`config.mk`:
```
export PLATFORM = sky130hd
export DESIGN_NAME = usb_frame_arbiter
export DESIGN_NICKNAME = d
export VERILOG_FILES = /design/src/rtl/usb_arb_pkg.sv /design/src/rtl/usb_frame_arbiter_rr_picker.sv /design/src/rtl/usb_frame_arbiter.sv
export SDC_FILE = /design/constraint.sdc
export NUM_CORES = 1
export LEC_CHECK = 0
export ABC_CLOCK_PERIOD_IN_PS = 7900
export CORE_MARGIN = 3
export CORE_UTILIZATION = 40
export CTS_BUF_LIST = sky130_fd_sc_hd__clkbuf_4 sky130_fd_sc_hd__clkbuf_8
export DETAILED_ROUTE_END_ITERATION = 16
export PLACE_DENSITY = 0.76
export SYNTH_ARGS = -nofsm -noshare
export SYNTH_HDL_FRONTEND = slang
export SYNTH_SLANG_ARGS = --single-unit
```
`constraint.sdc`:
```
create_clock -name clk_i -period 7.9 [get_ports clk_i]
set_clock_uncertainty 0.2 [all_clocks]
set_input_delay 1.58 -clock clk_i [delete_from_list [all_inputs] [get_ports clk_i]]
set_output_delay 1.58 -clock clk_i [all_outputs]
set_load 0.05 [all_outputs]
```
`src/rtl/usb_arb_pkg.sv`:
```
// Shared types and the round-robin search used by the USB frame arbiter.
package usb_arb_pkg;

  typedef enum logic [1:0] {IDLE, XFER, DRAIN, GAP} arb_state_t;

  localparam int NB_SRC_MAX = 8;
  localparam int GRANT_W    = $clog2(NB_SRC_MAX);

  // First set bit of req after grant, wrapping modulo n; returns grant when req is empty.
  function automatic logic [GRANT_W-1:0] rr_next(input logic [GRANT_W-1:0]    grant,
                                                 input logic [NB_SRC_MAX-1:0] req,
                                                 input int unsigned           n);
    logic [GRANT_W-1:0] r_pick;
    logic [GRANT_W:0]   sum;
    logic               hit;
    r_pick = grant;
    hit    = 1'b0;
    for (int unsigned i = 1; i <= NB_SRC_MAX; i++) begin
      sum = {1'b0, grant} + (GRANT_W+1)'(i);
      if (32'(sum) >= n) sum = sum - (GRANT_W+1)'(n);
      if (i <= n && !hit && req[sum[GRANT_W-1:0]]) begin
        r_pick = sum[GRANT_W-1:0];
        hit    = 1'b1;
      end
    end
    return r_pick;
  endfunction

endpackage

```
`src/rtl/usb_frame_arbiter_rr_picker.sv`:
```
// Combinational round-robin priority search: lowest priority goes to the last grant.
module rr_picker
  import usb_arb_pkg::*;
#(
  parameter int NB_SRC = 4,
  parameter int GW     = $clog2(NB_SRC)
) (
  input  logic [NB_SRC-1:0] i_req,
  input  logic [GW-1:0]     i_last,
  output logic [GW-1:0]     o_idx,
  output logic              o_found
);

  logic [NB_SRC_MAX-1:0] w_req;

  assign w_req   = NB_SRC_MAX'(i_req);
  assign o_idx   = GW'(rr_next(GRANT_W'(i_last), w_req, NB_SRC));
  assign o_found = |i_req;

endmodule

```
`src/rtl/usb_frame_arbiter.sv`:
```
// Shares one USB byte stream between NB_SRC frame producers, granting whole frames
// round-robin with a length limit and a forced inter-frame gap.
//
//   state | meaning
//   IDLE  | no frame owned; search requesters starting after the last grant
//   XFER  | forwarding the granted source's bytes, frame_o high
//   DRAIN | frame truncated; swallow the rest of it with ready held high
//   GAP   | frame_o low for IDLE_GAP cycles before the next search
module usb_frame_arbiter
  import usb_arb_pkg::*;
#(
  parameter int NB_SRC        = 4,
  parameter int DATA_W        = 8,
  parameter int MAX_FRAME_LEN = 64,
  parameter int IDLE_GAP      = 2
) (
  input  logic                       clk_i,
  input  logic                       rst_i,
  input  logic [NB_SRC*DATA_W-1:0]   src_data_i,
  input  logic [NB_SRC-1:0]          src_valid_i,
  input  logic [NB_SRC-1:0]          src_frame_i,
  output logic [NB_SRC-1:0]          src_ready_o,
  output logic [DATA_W-1:0]          data_o,
  output logic                       valid_o,
  output logic                       frame_o,
  output logic [$clog2(NB_SRC)-1:0]  grant_o,
  output logic                       busy_o,
  output logic                       abort_o
);

  localparam int GW    = $clog2(NB_SRC);
  localparam int CNT_W = (IDLE_GAP > 255) ? $clog2(IDLE_GAP) + 1 : 8;

  arb_state_t        r_state, w_state_nxt;
  logic [GW-1:0]     r_grant, w_grant_nxt;
  logic [CNT_W-1:0]  r_cnt, w_cnt_nxt;
  logic [DATA_W-1:0] r_data, w_data_nxt;
  logic              r_valid, w_valid_nxt;
  logic              r_frame, w_frame_nxt;
  logic              r_abort, w_abort_nxt;
  logic              r_busy, w_busy_nxt;

  logic [DATA_W-1:0] w_bytes [NB_SRC];
  logic [GW-1:0]     w_pick_idx;
  logic              w_pick_found;
  logic              w_gframe, w_gvalid, w_ready_en, w_acc;

  rr_picker #(.NB_SRC(NB_SRC), .GW(GW)) u_picker (
    .i_req   (src_frame_i),
    .i_last  (r_grant),
    .o_idx   (w_pick_idx),
    .o_found (w_pick_found)
  );

  always_comb begin
    for (int k = 0; k < NB_SRC; k++) w_bytes[k] = src_data_i[k*DATA_W +: DATA_W];
  end

  assign w_gframe   = src_frame_i[r_grant];
  assign w_gvalid   = src_valid_i[r_grant];
  assign w_ready_en = (r_state == XFER) || (r_state == DRAIN);
  assign w_acc      = w_ready_en & w_gframe & w_gvalid;

  // Ready follows the granted frame line so a byte offered as the frame ends is refused.
  always_comb begin
    src_ready_o = '0;
    if (w_ready_en) src_ready_o[r_grant] = w_gframe;
  end

  always_comb begin
    w_state_nxt = r_state;
    w_grant_nxt = r_grant;
    w_cnt_nxt   = r_cnt;
    w_data_nxt  = r_data;
    w_valid_nxt = 1'b0;
    w_frame_nxt = 1'b0;
    w_abort_nxt = 1'b0;
    case (r_state)
      IDLE: begin
        if (w_pick_found) begin
          w_grant_nxt = w_pick_idx;
          w_cnt_nxt   = '0;
          w_state_nxt = XFER;
        end
      end
      XFER: begin
        if (!w_gframe) begin
          w_cnt_nxt   = '0;
          w_state_nxt = GAP;
        end else if (w_acc && r_cnt == CNT_W'(MAX_FRAME_LEN)) begin
          w_abort_nxt = 1'b1;
          w_state_nxt = DRAIN;
        end else begin
          w_frame_nxt = 1'b1;
          w_data_nxt  = w_bytes[r_grant];
          w_valid_nxt = w_gvalid;
          if (w_acc) w_cnt_nxt = r_cnt + 1'b1;
        end
      end
      DRAIN: begin
        if (!w_gframe) begin
          w_cnt_nxt   = '0;
          w_state_nxt = GAP;
        end
      end
      GAP: begin
        if (r_cnt == CNT_W'(IDLE_GAP - 1)) w_state_nxt = IDLE;
        else                               w_cnt_nxt   = r_cnt + 1'b1;
      end
      default: w_state_nxt = IDLE;
    endcase
    w_busy_nxt = (w_state_nxt != IDLE);
  end

  always_ff @(posedge clk_i or posedge rst_i) begin
    if (rst_i) begin
      r_state <= IDLE;
      r_grant <= GW'(NB_SRC - 1);
      r_cnt   <= '0;
      r_data  <= '0;
      r_valid <= 1'b0;
      r_frame <= 1'b0;
      r_abort <= 1'b0;
      r_busy  <= 1'b0;
    end else begin
      r_state <= w_state_nxt;
      r_grant <= w_grant_nxt;
      r_cnt   <= w_cnt_nxt;
      r_data  <= w_data_nxt;
      r_valid <= w_valid_nxt;
      r_frame <= w_frame_nxt;
      r_abort <= w_abort_nxt;
      r_busy  <= w_busy_nxt;
    end
  end

  assign data_o  = r_data;
  assign valid_o = r_valid;
  assign frame_o = r_frame;
  assign grant_o = r_grant;
  assign busy_o  = r_busy;
  assign abort_o = r_abort;

endmodule
```
==> flow_summary.ini, run 1 <==
[drt]
drtAntennaViolNets = 0
vias = 1501
wl_per_cell_um = 14.7
wirelength_um = 3950
firstDrtPassIters = 6
drc = 0
viasPerCell = 5.60
drt_iter0_drc = 69

[clock_tree]
cts_tree = done
cts-root-to-sink-buffers = 2
cts.clk_slew.worst_paths_ns = 0.09
postCtsSetupBuffers = 0
cts_hold_buffers = 0
clkSinkCount = 24
htreeDepth = 1
numCtsBuffers = 3
clk_latency_ns = 0.26
post_cts_resized = 0
ctsRootBufferMaster = clkbuf_8

[critical_path]
r2r-start = grant_o[0]
cp-startpoint = src_frame_i[3]
cpPeakStageDelay_ns = 0.80
end_kind = output port
cp_max_fo = 6
rrSetupSlack_ns = 4.72
crit_arrival_ns = 3.51
crit_path_frequent_cell = clkdlybuf4s50_1
reg2reg_depth = 5
start_kind = input port
crit_type = input port to output port
r2r_end = r_cnt[7]
cp_slowest_cell = clkdlybuf4s50_1
crit_required_ns = 6.12
crit_chain = clkdlybuf4s50_1 -> mux2i_1 -> o22ai_1 -> and2_1 -> clkdlybuf4s50_1

[pwr]
ir_drop_uv = 201
powerDensity_nw_per_um2 = 392
p_leak_nw = 0.996

[outcome]
outcome = completed

[timing]
tns_ns = 0
finalCritPeriodShare_pct = 67.0
rsz0062_at_grt = no
hold_viol = 0
finalCriticalPeriod_ns = 5.29
slew_headroom_pct = 36.7
max_clock_freq_mhz = 189
worst_slew_pin_slew_ns = 0.950
drv_slew = 0
setup_violations = 0

[yosys]
syn_inst = 160
synth_edf_count = 0
yosysSeqAreaShare_pct = 33.8
netlist-cell-type-count = 49
synthFlopType = dfrtp_1
synth_top_family_by_area = multiplexers
syn-cell-area_um2 = 1780
yosysWarnings = 0
post_synth_and_or_nand_nor_area_fraction_pct = 16.3
synth-xor-area-share_pct = 0.491
synthMuxAreaShare_pct = 23.2
syn_avg_cell_area_um2 = 11.1
synth-compound-area-share_pct = 14.1
yosys.area_share.adder_pct = 8.42
async_flop_share_pct = 100
ys_ff_latch = 24
syn-num-nets = 214

[layout]
finalNetCount = 273
stdcell_count = 268
syn2layout_area_growth_pct = 38.7
final_cell_mix = 59 x clkdlybuf4s50_1, 22 x dfrtp_1, 12 x ha_1
num_antenna_cells = 0
final_layout_size_suffix_gt1_share_pct = 16.1
final_common_cell = clkdlybuf4s50_1

[hold_path]
hold_path.startpoint = data_o[6]
holdPathEnd = data_o[6]
hold_depth = 1
hp-class = register to register

[grt]
antenna_found_initial = 0
grt_pass1_vias = 1427
grt_overflow_total = 0
grt_pass1_wl_um = 6700
track_usage_pct = 15.9
grt_max_degree = 25

[die]
core_area_um2 = 4140
rows = 23
die-area_um2 = 5290
die_h_um = 72.8
die_width_um = 72.8
start_util_pct = 43.0
io-pin-count = 60

[placement]
io_buffers = 59
dpl.cell_count = 264
place_congestion = 0.784
hpwlAfterDp_um = 3190

[job]
cap_viol_max_count = 0
[Yosys cell counts (2+ instances only)]
| master | number | area, µm² |
|---|---|---|
| nor2_1 | 5 | 18.8 |
| nor3_1 | 4 | 20.0 |
| mux2_2 | 9 | 101 |
| mux2i_1 | 5 | 50.1 |
| buf_6 | 2 | 22.5 |
| nand3_1 | 4 | 20.0 |
| dfrtp_1 | 22 | 551 |
| or3_1 | 3 | 18.8 |
| nand2_1 | 10 | 37.5 |
| a21oi_1 | 3 | 15.0 |
| o22ai_1 | 2 | 12.5 |
| nor2b_1 | 4 | 25.0 |
| mux4_2 | 11 | 248 |
| inv_1 | 8 | 30.0 |
| nand2b_1 | 3 | 18.8 |
| or2_2 | 2 | 12.5 |
| o31ai_1 | 9 | 67.6 |
| dfstp_2 | 2 | 52.6 |
| o21ai_0 | 7 | 35.0 |
| and2_1 | 5 | 31.3 |
| ha_1 | 12 | 150 |
[stage by stage]
step	utilization [%]	power, mW	hold slack [ns]	cell area [µm²]	setup WS, ns
finish	59.7	0.969	0.311	2470	2.61
CTS	59.7	0.978	0.315	2470	2.59
global route	59.7	1.04	0.326	2470	2.45
detailed placement	57.9	0.870	0.295	2400	2.59
global placement	57.9	0.862	0.288	2400	2.63
floorplan	-	0.715	0.281	1780	3.80
[registers in the layout, indices dropped and copies added, names as in the netlist]
signal / count
grant_o: 2
abort_o: 1
frame_o: 1
busy_o: 1
valid_o: 1
r_state: 2
r_cnt: 8
data_o: 8
[report_power, final]
group	total, mW	switching (mW)	internal, mW
sequential	0.237	0.0640	0.173
clock	0.107	0.0394	0.0677
combinational	0.625	0.346	0.279
[worst max path at each step]
| stage | endpoint |
|---|---|
| after CTS | src_ready_o[0] |
| after global routing | src_ready_o[2] |
| final | src_ready_o[0] |
| after global placement | src_ready_o[1] |
| after floorplan | src_ready_o[0] |
| after detailed placement | src_ready_o[0] |
[worst max-delay path, delay by kind of cell]
| kind | cells | cell delay (ns) |
|---|---|---|
| mux | 1 | 0.17 |
| compound gates | 1 | 0.23 |
| simple gates | 1 | 0.16 |
| buf+inv | 2 | 1.36 |
[cells by family (layout without fill, tap and decap cells)]
group	count (synthesis)	in the layout
adders and majority gates	12	12
buffers and inverters	13	71
DFF	24	24
AOI/OAI and AO/OA	34	34
muxes	26	26
xor gates and xnor gates	1	1
and+or+nand+nor	50	50
[area by class of cell]
cell class / count / area, µm²
inverters: 8 / 30.0
clock buffers: 3 / 41.3
well taps: 50 / 62.6
clock inverters: 1 / 30.0
multi-input cells: 123 / 1110
fillers: 379 / 1670
repair buffers: 59 / 591
flip-flops and latches: 24 / 603
[routing by layer]
metal	up-vias	track usage, %	wire [µm]
met5	-	0	0
met4	0	4.10	53
met3	7	2.20	257
met2	52	27.9	1930
met1	720	20.5	1710
li1	722	-	-
No activity file was read; power rests on OpenSTA's default activity.
==> run 2, diff against run 1 <==
--- a/config.mk
+++ b/config.mk
@@ -5,7 +5,7 @@
 export SDC_FILE = /design/constraint.sdc
 export NUM_CORES = 1
 export LEC_CHECK = 0
-export ABC_CLOCK_PERIOD_IN_PS = 7900
+export ABC_CLOCK_PERIOD_IN_PS = 5410
 export CORE_MARGIN = 3
 export CORE_UTILIZATION = 40
 export CTS_BUF_LIST = sky130_fd_sc_hd__clkbuf_4 sky130_fd_sc_hd__clkbuf_8
==> constraint.sdc (replaced) <==
create_clock -name clk_i -period 5.41 [get_ports clk_i]
set_clock_uncertainty 0.2 [all_clocks]
set_input_delay 1.082 -clock clk_i [delete_from_list [all_inputs] [get_ports clk_i]]
set_output_delay 1.082 -clock clk_i [all_outputs]
set_load 0.05 [all_outputs]
==> flow_summary.ini, run 2 (synthesis gave the netlist of run 1 again) <==
[grt]
grt_overflow_total = 0
grt_pass1_wl_um = 6720
grt_max_degree = 25
track_usage_pct = 16.0
grt_pass1_vias = 1518
antenna_found_initial = 0

[timing]
tns_ns = 0
setup_violations = 0
drv_slew = 0
slew_headroom_pct = 40.0
layout_setup_ws_ns = 1.12
finalCriticalPeriod_ns = 4.29
finalCritPeriodShare_pct = 79.4
hold_viol = 0
max_clock_freq_mhz = 233
worst_slew_pin_slew_ns = 0.900
rsz0062_at_grt = no

[layout]
final_layout_size_suffix_gt1_share_pct = 16.1
final_cell_mix = 59 x clkdlybuf4s50_1, 22 x dfrtp_1, 12 x ha_1
num_antenna_cells = 0
final_common_cell = clkdlybuf4s50_1
finalNetCount = 273
syn2layout_area_growth_pct = 37.8

[job]
cap_viol_max_count = 0

[pwr]
swShare_pct = 47.4
p_leak_nw = 0.989
powerDensity_nw_per_um2 = 562
pwr-share-comb_pct = 66.1
seqPwrFrac_pct = 25.2
total_power_mw = 1.38
power_switching_mw = 0.654
ir_drop_uv = 329
intPower_mw = 0.726
clkPwrFrac_pct = 8.7

[clock_tree]
htreeDepth = 1
clk_latency_ns = 0.26
post_cts_resized = 0
cts_hold_buffers = 0
cts.clk_slew.worst_paths_ns = 0.08
clkSinkCount = 24
cts_tree = done
numCtsBuffers = 3
ctsRootBufferMaster = clkbuf_8
cts-root-to-sink-buffers = 2
postCtsSetupBuffers = 0

[die]
rows = 23
die_width_um = 72.8
io-pin-count = 60
die-area_um2 = 5290
start_util_pct = 43.0
die_h_um = 72.8
core_area_um2 = 4140

[drt]
wirelength_um = 4030
drc = 0
drt_iter0_drc = 57
viasPerCell = 5.60
drtAntennaViolNets = 0
firstDrtPassIters = 4
vias = 1501
wl_per_cell_um = 15.0

[critical_path]
r2r_end = r_cnt[6]
cp-startpoint = src_frame_i[3]
r2r-start = grant_o[0]
reg2reg_depth = 5
end_kind = output port
crit_arrival_ns = 3.01
crit_type = input port to output port
cp_max_fo = 6
crit_required_ns = 4.13
start_kind = input port
rrSetupSlack_ns = 2.28

[hold_path]
hold_depth = 1
hp-class = register to register
hold_path.startpoint = data_o[6]
holdPathEnd = data_o[6]

[placement]
place_congestion = 0.767
hpwlAfterDp_um = 3180
pre_cts_slack_ns = 1.10
io_buffers = 59

[outcome]
outcome = completed
run 2: how the worst max path moves through the flow:
stage                     end  slack (ns)
3_5_place_dp   src_ready_o[1]        1.10
2_1_floorplan  src_ready_o[2]        2.07
3_3_place_gp   src_ready_o[1]        1.14
5_1_grt        src_ready_o[3]        0.94
4_1_cts        src_ready_o[1]        1.09
6_report       src_ready_o[0]        1.12
run 2: final cells by class:
| type | instances | area (µm²) |
|---|---|---|
| fill | 366 | 1690 |
| multi-input combinational | 123 | 1110 |
| sequential | 24 | 603 |
| timing repair buffer | 59 | 591 |
| tap | 50 | 62.6 |
| clock buffer | 4 | 55.1 |
| inverter | 8 | 30.0 |
run 2: per-stage QoR:
step           cell area, µm²  hold slack, ns  utilization, %  instances
2_1_floorplan            1780           0.281               -        160
6_report                 2460           0.310            59.3        268
3_3_place_gp             2400           0.287            57.9        264
5_1_grt                  2460           0.329            59.3        268
3_5_place_dp             2400           0.294            57.9        264
4_1_cts                  2460           0.314            59.3        268
run 2: metal layers:
metal	routed length [µm]	track usage, %
met5	0	0
met4	80	6.56
met3	230	2.34
met2	2020	28.4
met1	1690	19.4
run 2: worst max-delay path, stage by stage:
cell             delay [ns]
clkdlybuf4s50_1        0.55
mux2i_1                0.16
o22ai_1                0.25
and2_1                 0.16
clkdlybuf4s50_1        0.80
run 2: power groups by stage:
stage,Sequential [mW],Clock [mW],Combinational [mW]
global route,0.364,0.132,0.985
global placement,0.349,0,0.910
CTS,0.351,0.124,0.920
detailed placement,0.353,0,0.918
floorplan,0.465,0,0.579
finish,0.348,0.120,0.912
==> run 3, diff against run 2 <==
--- a/config.mk
+++ b/config.mk
@@ -5,12 +5,12 @@
 export SDC_FILE = /design/constraint.sdc
 export NUM_CORES = 1
 export LEC_CHECK = 0
-export ABC_CLOCK_PERIOD_IN_PS = 5410
+export ABC_CLOCK_PERIOD_IN_PS = 3800
 export CORE_MARGIN = 3
 export CORE_UTILIZATION = 40
 export CTS_BUF_LIST = sky130_fd_sc_hd__clkbuf_4 sky130_fd_sc_hd__clkbuf_8
 export DETAILED_ROUTE_END_ITERATION = 16
-export PLACE_DENSITY = 0.76
+export PLACE_DENSITY = 0.78
 export SYNTH_ARGS = -nofsm -noshare
 export SYNTH_HDL_FRONTEND = slang
 export SYNTH_SLANG_ARGS = --single-unit
==> constraint.sdc (replaced) <==
create_clock -name clk_i -period 3.8 [get_ports clk_i]
set_clock_uncertainty 0.2 [all_clocks]
set_input_delay 0.76 -clock clk_i [delete_from_list [all_inputs] [get_ports clk_i]]
set_output_delay 0.76 -clock clk_i [all_outputs]
set_load 0.05 [all_outputs]
==> flow_summary.ini, run 3 (synthesis gave the netlist of run 1 again) <==
[die]
die_h_um = 72.8
io-pin-count = 60
start_util_pct = 43.0
die_width_um = 72.8
core_area_um2 = 4140
die-area_um2 = 5290
rows = 23

[timing]
hold_viol = 0
finalCriticalPeriod_ns = 3.11
layout_setup_ws_ns = 0.686
drv_slew = 0
rsz0062_at_grt = no
tns_ns = 0
worst_slew_pin_slew_ns = 0.891
max_clock_freq_mhz = 321
finalCritPeriodShare_pct = 81.9
slew_headroom_pct = 40.5
setup_violations = 0

[clock_tree]
postCtsSetupBuffers = 0
clkSinkCount = 24
cts-root-to-sink-buffers = 2
post_cts_resized = 0
ctsRootBufferMaster = clkbuf_8
clk_latency_ns = 0.27
cts.clk_slew.worst_paths_ns = 0.08
cts_tree = done
numCtsBuffers = 3
htreeDepth = 1
cts_hold_buffers = 0

[layout]
syn2layout_area_growth_pct = 38.9
final_layout_size_suffix_gt1_share_pct = 18.6
final_common_cell = clkdlybuf4s50_1
fillCellCount = 369
num_antenna_cells = 0
finalNetCount = 275
final_cell_mix = 55 x clkdlybuf4s50_1, 22 x dfrtp_1, 12 x ha_1

[drt]
viasPerCell = 5.62
drc = 0
wl_per_cell_um = 14.8
wirelength_um = 4000
vias = 1518
firstDrtPassIters = 4
drtAntennaViolNets = 0
drt_iter0_drc = 44

[critical_path]
r2r-start = grant_o[1]
cp_max_fo = 14
reg2reg_depth = 5
r2r_end = r_cnt[0]
crit_arrival_ns = 2.15
end_kind = output port
start_kind = register
endpoint = grant_o[0]
crit_type = register to output port
cp-startpoint = grant_o[0]
crit_required_ns = 2.84
rrSetupSlack_ns = 0.94

[placement]
place_congestion = 0.827
pre_cts_slack_ns = 0.501
hpwlAfterDp_um = 3220
io_buffers = 59

[grt]
grt_pass1_vias = 1439
grt_overflow_total = 0
grt_max_degree = 25
grt_pass1_wl_um = 6580
antenna_found_initial = 0
track_usage_pct = 15.4

[hold_path]
hp-class = register to register

[pwr]
powerDensity_nw_per_um2 = 823
p_leak_nw = 1.01
ir_drop_uv = 443

[job]
cap_viol_max_count = 0

[outcome]
outcome = completed
==> run 3: power breakdown <==
| part | switching, mW | leakage, nW | internal, mW |
|---|---|---|---|
| Clock | 0.0795 | 0.0357 | 0.141 |
| Sequential | 0.118 | 0.301 | 0.359 |
| Combinational | 0.748 | 0.677 | 0.594 |
| Total | 0.945 | 1.01 | 1.09 |
==> run 3: final cells by class <==
cell class | instances | area [µm²] | share of cell area [%]
sequential | 24 | 603 | 24.3
clock inverter | 1 | 30.0 | 1.21
tap | 50 | 62.6 | 2.53
inverter | 8 | 30.0 | 1.21
multi-input combinational | 123 | 1110 | 45.0
clock buffer | 3 | 41.3 | 1.67
timing repair buffer | 61 | 596 | 24.0
==> run 3: per-layer routing <==
metal	track usage, %	wire, µm	up-vias
met3	2.89	299	5
met5	0	0	-
met2	27.1	2000	52
met4	4.51	52	0
li1	-	-	724
met1	19.2	1650	737
==> run 3: metrics by stage <==
stage	util, %	cell area [µm²]	instances	hold WS [ns]	power, mW
final	59.8	2480	270	0.309	2.04
after global routing	59.8	2480	270	0.324	2.18
after CTS	59.8	2480	270	0.314	2.06
after detailed placement	58.1	2410	266	0.295	1.83
after global placement	58.1	2410	266	0.288	1.81
after floorplan	-	1780	160	0.281	1.49
==> run 3: critical path: stages (launching register included) <==
cell             delay, ns
dfstp_2               0.80
buf_4                 0.27
clkdlybuf4s50_1       0.82
==> run 3: worst min path at each step <==
stage / from / endpoint / slack, ns / cells past startpoint
global route: data_o[4] / data_o[4] / 0.32 / 1
detailed placement: data_o[2] / data_o[2] / 0.29 / 1
global placement: data_o[5] / data_o[5] / 0.29 / 1
finish: data_o[5] / data_o[5] / 0.31 / 1
CTS: data_o[2] / data_o[2] / 0.31 / 1
floorplan: r_cnt[7] / r_cnt[7] / 0.28 / 2
